[src/rtl/vram_port_arbiter.sv]
// vram_port_arbiter
//   Shares the single-port screen memory between the Hack CPU and the video
//   scanout fetcher. Video has fixed priority. A starvation counter forces a
//   CPU win after MAX_WAIT consecutive denied cycles, so the CPU keeps making
//   progress. Read data from the synchronous memory comes back one cycle
//   later. It is flagged to whichever requester issued the read.
//
// Ports
//   clk, reset                     clock, synchronous active-high reset
//   cpu_req/we/addr/wdata          CPU request (req held until cpu_gnt)
//   cpu_gnt                        CPU access issued this cycle
//   cpu_rvalid/rdata               CPU read return (rdata valid with rvalid)
//   vid_req/addr                   video read request (held until vid_gnt)
//   vid_gnt                        video access issued this cycle
//   vid_rvalid/rdata               video read return
//   mem_sel                        shared mux select, 1 = CPU, 0 = video
//   mem_addr/we/wdata              memory drive
//   mem_rdata                      memory read data, one cycle after address
module vram_port_arbiter #(
  parameter int ADDR_W   = 13,
  parameter int DATA_W   = 16,
  parameter int MAX_WAIT = 4
) (
  input  logic              clk,
  input  logic              reset,
  input  logic              cpu_req,
  input  logic              cpu_we,
  input  logic [ADDR_W-1:0] cpu_addr,
  input  logic [DATA_W-1:0] cpu_wdata,
  output logic              cpu_gnt,
  output logic              cpu_rvalid,
  output logic [DATA_W-1:0] cpu_rdata,
  input  logic              vid_req,
  input  logic [ADDR_W-1:0] vid_addr,
  output logic              vid_gnt,
  output logic              vid_rvalid,
  output logic [DATA_W-1:0] vid_rdata,
  output logic              mem_sel,
  output logic [ADDR_W-1:0] mem_addr,
  output logic              mem_we,
  output logic [DATA_W-1:0] mem_wdata,
  input  logic [DATA_W-1:0] mem_rdata
);

  localparam logic [3:0] MAX_W4 = 4'(MAX_WAIT);

  logic [3:0] wait_cnt;
  logic       force_cpu;

  // The grant is decided combinationally. The memory sees the address in
  // the same cycle the requester sees its grant.
  always_comb begin
    force_cpu = cpu_req && (wait_cnt == MAX_W4);
    cpu_gnt   = cpu_req && (!vid_req || force_cpu);
    vid_gnt   = vid_req && !cpu_gnt;
    mem_sel   = cpu_gnt;
    mem_addr  = cpu_gnt ? cpu_addr : vid_addr;
    mem_we    = cpu_gnt && cpu_we;
    mem_wdata = cpu_wdata;
  end

  // The memory read port is shared. The rvalid flags tell each requester
  // which cycle's data belongs to it.
  assign cpu_rdata = mem_rdata;
  assign vid_rdata = mem_rdata;

  always_ff @(posedge clk) begin
    if (reset) begin
      wait_cnt   <= '0;
      cpu_rvalid <= 1'b0;
      vid_rvalid <= 1'b0;
    end else begin
      // Counts consecutive denied CPU cycles. It clears on a grant, or when
      // the CPU withdraws its request.
      if (cpu_gnt)
        wait_cnt <= '0;
      else if (cpu_req)
        wait_cnt <= (wait_cnt == MAX_W4) ? wait_cnt : wait_cnt + 4'd1;
      else
        wait_cnt <= '0;
      cpu_rvalid <= cpu_gnt && !cpu_we;
      vid_rvalid <= vid_gnt;
    end
  end

endmodule
[config.mk]
export PLATFORM = sky130hd
export DESIGN_NAME = vram_port_arbiter
export DESIGN_NICKNAME = d
export VERILOG_FILES = /design/src/rtl/vram_port_arbiter.sv
export SDC_FILE = /design/constraint.sdc
export NUM_CORES = 1
export LEC_CHECK = 0
export CAP_MARGIN = 25
export CORE_AREA = 4 4 64 66
export CTS_BUF_LIST = sky130_fd_sc_hd__clkbuf_4
export DETAILED_ROUTE_END_ITERATION = 7
export DIE_AREA = 0 0 68 70
export MAX_ROUTING_LAYER = met4
export PLACE_DENSITY = 0.93
export SYNTH_ARGS = -nofsm -noshare
export SYNTH_HDL_FRONTEND = slang
export SYNTH_SLANG_ARGS = --single-unit
[constraint.sdc]
create_clock -name clk -period 4.56 [get_ports clk]
set_input_delay 0.912 -clock clk [delete_from_list [all_inputs] [get_ports clk]]
set_output_delay 0.912 -clock clk [all_outputs]
set_load 0.01 [all_outputs]
# Word level (Yosys, flattened, before mapping)
# Cells that the tools add are included.
# word_totals
wordCells,17
regBits,6
out_inout_bits,67
# op_classes
n_addsub,1
n_mux,1
n_eq_ne,1
bitwise_logic,1
n_reduce_logical,10
# op_table
op,count
$mux W13,1
$logic_and A1 B1 Y1,5
$add A4 B1 Y4 const B,1
$eq A4 B3 Y1 const B,1
$logic_not A1 Y1,3
$reduce_or A3 Y1,1
$logic_or A1 B1 Y1,1
$not A1 Y1,1

# Depth between registers and ports, before layout
# depth
word_depth,6
depth_mapped,6
depth_no_buf,5

# Least setup slack after synthesis
# No wires, ideal clock.
# synth_timing
path_kind,input to output
startpoint,input port cpu_req
endpoint,output port mem_addr[10]
path_slack_ns,1.982
arrival_time_ns,1.666
path_stages,4
cell_sequence,inv_1 a21oi_4 buf_12 mux2_4
# synth_between
elab_chain_cells,4
# synth_rtl
item,line,source
"start, declared",26,"input logic cpu_req,"
$logic_and A1 B1 Y1,53,force_cpu = cpu_req && (wait_cnt == MAX_W4);
$logic_or A1 B1 Y1,54,cpu_gnt = cpu_req && (!vid_req || force_cpu);
$logic_and A1 B1 Y1 (*),54,
named net cpu_gnt,30,"output logic cpu_gnt,"
$mux W13 (*),57,mem_addr = cpu_gnt ? cpu_addr : vid_addr;
"end, declared",39,"output logic [ADDR_W-1:0] mem_addr,"
# Mark *: on every way through the listed nets, which the timed path passes. The rest lies on a longest branch.

# Worst setup path after layout
# layout_timing
startpoint,input port cpu_req
endpoint,output port mem_addr[2]
# layout_between
elab_chain_cells,4
# layout_rtl
item,line
$logic_and A1 B1 Y1,53
$logic_or A1 B1 Y1,54
$logic_and A1 B1 Y1 (*),54
$mux W13 (*),57
# Mark *: on every way between the ends. The rest lies on a longest branch, timed or not.

==> summary.txt <==
Route
  – Number of DRC markers in iteration 0: 10
  – WL final: 1690 um
  – Detailed Routing Iterations Pass 1: 2
  – Routed Antenna Nets: 0
  – Drc violations: 0
  – Post-DR vias/cell: 3.88
  – Vias: 543
  – Avg WL per Cell: 12.1 um

Clock network
  – Longest Clk Path Bufs: 2
  – # hold bufs at CTS: 0
  – # Post-CTS Setup Buffers: 0
  – Clock slew at reported path FFs: 40 ps
  – H-tree levels: 1
  – CTS tree: built
  – CTS root buffer: clkbuf_4
  – CTS Sinks: 6
  – Resized cells post-CTS: 0
  – Clk_lat worst skew: 240 ps
  – TritonCTS buffer count: 3

Synth
  – Main combinational cell family by area after synthesis: buffers and inverters
  – Post-Syn Area: 842 um^2
  – Synth area leader: buf_4
  – Register bit total from synthesis: 6
  – Avg Cell Area, Syn: 9.36 um^2
  – Syn Inst Count: 90
  – Async SR Flop Fraction: 0%
  – Mux share of post-synthesis cell area: 22.1%
  – Yosys top cell area share: 43.7%
  – Area contributors post-synth: buf_4, dfxtp_1, mux2_4
  – Adder-Cell Fraction of Synth Area: 2.97%
  – Syn Nets: 155
  – Synth warn: 0
  – Fraction of the mapped netlist area in compound gates: 3.86%
  – Simple-Gate Fraction of Synth Area: 7.88%
  – Xor/xnor share of the synthesized area: 1.04%
  – Register area share after synthesis: 14.3%
  – Netlist cell types: 18
  – Main synth FF type: dfxtp_1
  – Number of synthesized flops with an enable pin: 0

STA
  – Fin crit period: 3770 ps
  – Max-slew violations: 0
  – RSZ-0062 raised after global routing: no
  – Slew @ Worst Pin: 612 ps
  – Final Skew: 0.392 ps
  – Final Setup Violations: 0
  – Max Fclk: 265 MHz
  – Final Cycle Share: 82.7%
  – Final hold violation count: 0
  – Setup TNS: 0 ps
  – Relative slew slack: 59.1%

Global route
  – First-pass GRT wire length: 2500 um
  – Number of global-route vias before repair: 570
  – Tot GR Track Use: 7.14%
  – Grt ovf: 0
  – Initial antenna violation count: 0
  – Pin count of the biggest net entering global routing: 17

Worst setup path
  – Critical path startpoint: cpu_req
  – Kind of critical path: input pin to output port
  – Worst r2r dst: cpu_rvalid
  – Crit start category: input pin
  – Register-to-Register Path Depth: 4
  – R2r setup slk: 3350 ps
  – Worst EP arrival: 2860 ps
  – Crit-path max FO: 16
  – R2r startpoint: wait_cnt[0]
  – Critical path endpoint category: output port
  – Critical path required time: 3650 ps

Floorplanning
  – Starting Density: 23.5%
  – Core ar.: 0.00358 mm^2
  – Die W: 68 um
  – Row Count: 22
  – Die area: 0.00476 mm^2
  – Boundary pin count: 130
  – Die height: 70 um

Placement
  – Placed Area: 0.00100 mm^2
  – Detailed Place HPWL: 1430 um
  – Port bufs: 49
  – RD Place Congestion: 0.594

Finish
  – Synth-to-layout area growth: 22.0%
  – Nets@finish: 159
  – Share of cells above drive strength 1: 20.7%
  – ANT cells: 0
  – Final Cell Area: 0.00103 mm^2

Job
  – Max Cap Viol: 0

Power
  – Leakage power: 0.000396 uW
  – IR drop worst, VDD: 0.0000339 V
  – Power density cells: 175 mW/mm^2

Outcome
  – Outcome: finished clean

Worst hold path
  – WHS Path Cells: 1
  – Hold WC Path Type: register to register
  – Min-delay src: wait_cnt[0]
  – Hold Path End: wait_cnt[0]
## state kept, by name, summed over array words and instances, names as in the netlist
register	count
vid_rvalid	1
wait_cnt	4
cpu_rvalid	1
## cells by family (layout without fill, tap and decap cells)
| logic type | Yosys count | after routing |
|---|---|---|
| buffers and inverters | 54 | 56 |
| and+or+nand+nor | 10 | 10 |
| AOI/OAI and AO/OA | 3 | 3 |
| xor gates and xnor gates | 1 | 1 |
| muxes | 14 | 14 |
| DFF | 6 | 6 |
| adders and majority gates | 2 | 2 |
## worst max-delay path, cell delays in order
cell and delay (ps):
clkdlybuf4s50_1 480, inv_1 90, a21oi_4 490, mux2_2 400, clkdlybuf4s50_1 480
## stage by stage
step / utilization, % / hold slack (ps) / setup WS, ps / total power [uW] / instances
CTS: 28.7 / 466 / 743 / 183 / 140
global route: 28.7 / 486 / 685 / 189 / 140
detailed placement: 28.1 / 455 / 747 / 133 / 137
floorplan: - / 430 / 1980 / 128 / 90
finish: 28.7 / 459 / 788 / 179 / 140
global placement: 28.1 / 446 / 781 / 132 / 137
## cell usage after synthesis (2+ instances only)
| master | number |
|---|---|
| buf_4 | 49 |
| ha_1 | 2 |
| inv_1 | 4 |
| dfxtp_1 | 6 |
| mux2_4 | 8 |
| mux2_2 | 5 |
| nor2_1 | 5 |
## cell usage in the layout, fill, tap and decap left out, drive strengths merged
cell | netlist | final
a2111oi | 1 | 1
a21oi | 1 | 1
and2 | 1 | 1
clkbuf | 0 | 3
clkdlybuf4s50 | 0 | 49
dfxtp | 6 | 6
ha | 2 | 2
inv | 4 | 4
mux2 | 13 | 13
mux2i | 1 | 1
nand3 | 1 | 1
nand3b | 1 | 1
nand4b | 1 | 1
nor2 | 5 | 5
nor2b | 1 | 1
o21a | 1 | 1
xnor2 | 1 | 1
## per-layer routing
metal,track usage [%],vias up,part of all wire [%]
met3,3.05,18,16
met5,-,-,0
met4,7.73,0,7.5
met2,11.0,48,46
met1,5.84,231,30
li1,-,246,-
## where the power goes
group          leakage (uW)  switching, uW  internal (uW)
sequential        0.0000488          0.555           53.8
combinational      0.000333           21.8           54.4
clock             0.0000138           18.9           29.8
## final cells by class
cell class              count  area [um^2]
fillers                   365         2550
repair buffers             49          490
multi-input cells          30          319
flip-flops and latches      6          120
well taps                  48         60.1
clock buffers               3         22.5
inverters                   4         15.0
## worst max path at each step
stage / slack [ps] / endpoint / depth (start not counted)
floorplan: 1980 / mem_addr[10] / 4
global placement: 780 / mem_addr[3] / 5
detailed placement: 750 / mem_addr[3] / 5
CTS: 740 / mem_addr[3] / 5
global route: 690 / mem_addr[2] / 5
finish: 790 / mem_addr[2] / 5
Power figures use the tool's default switching activity.
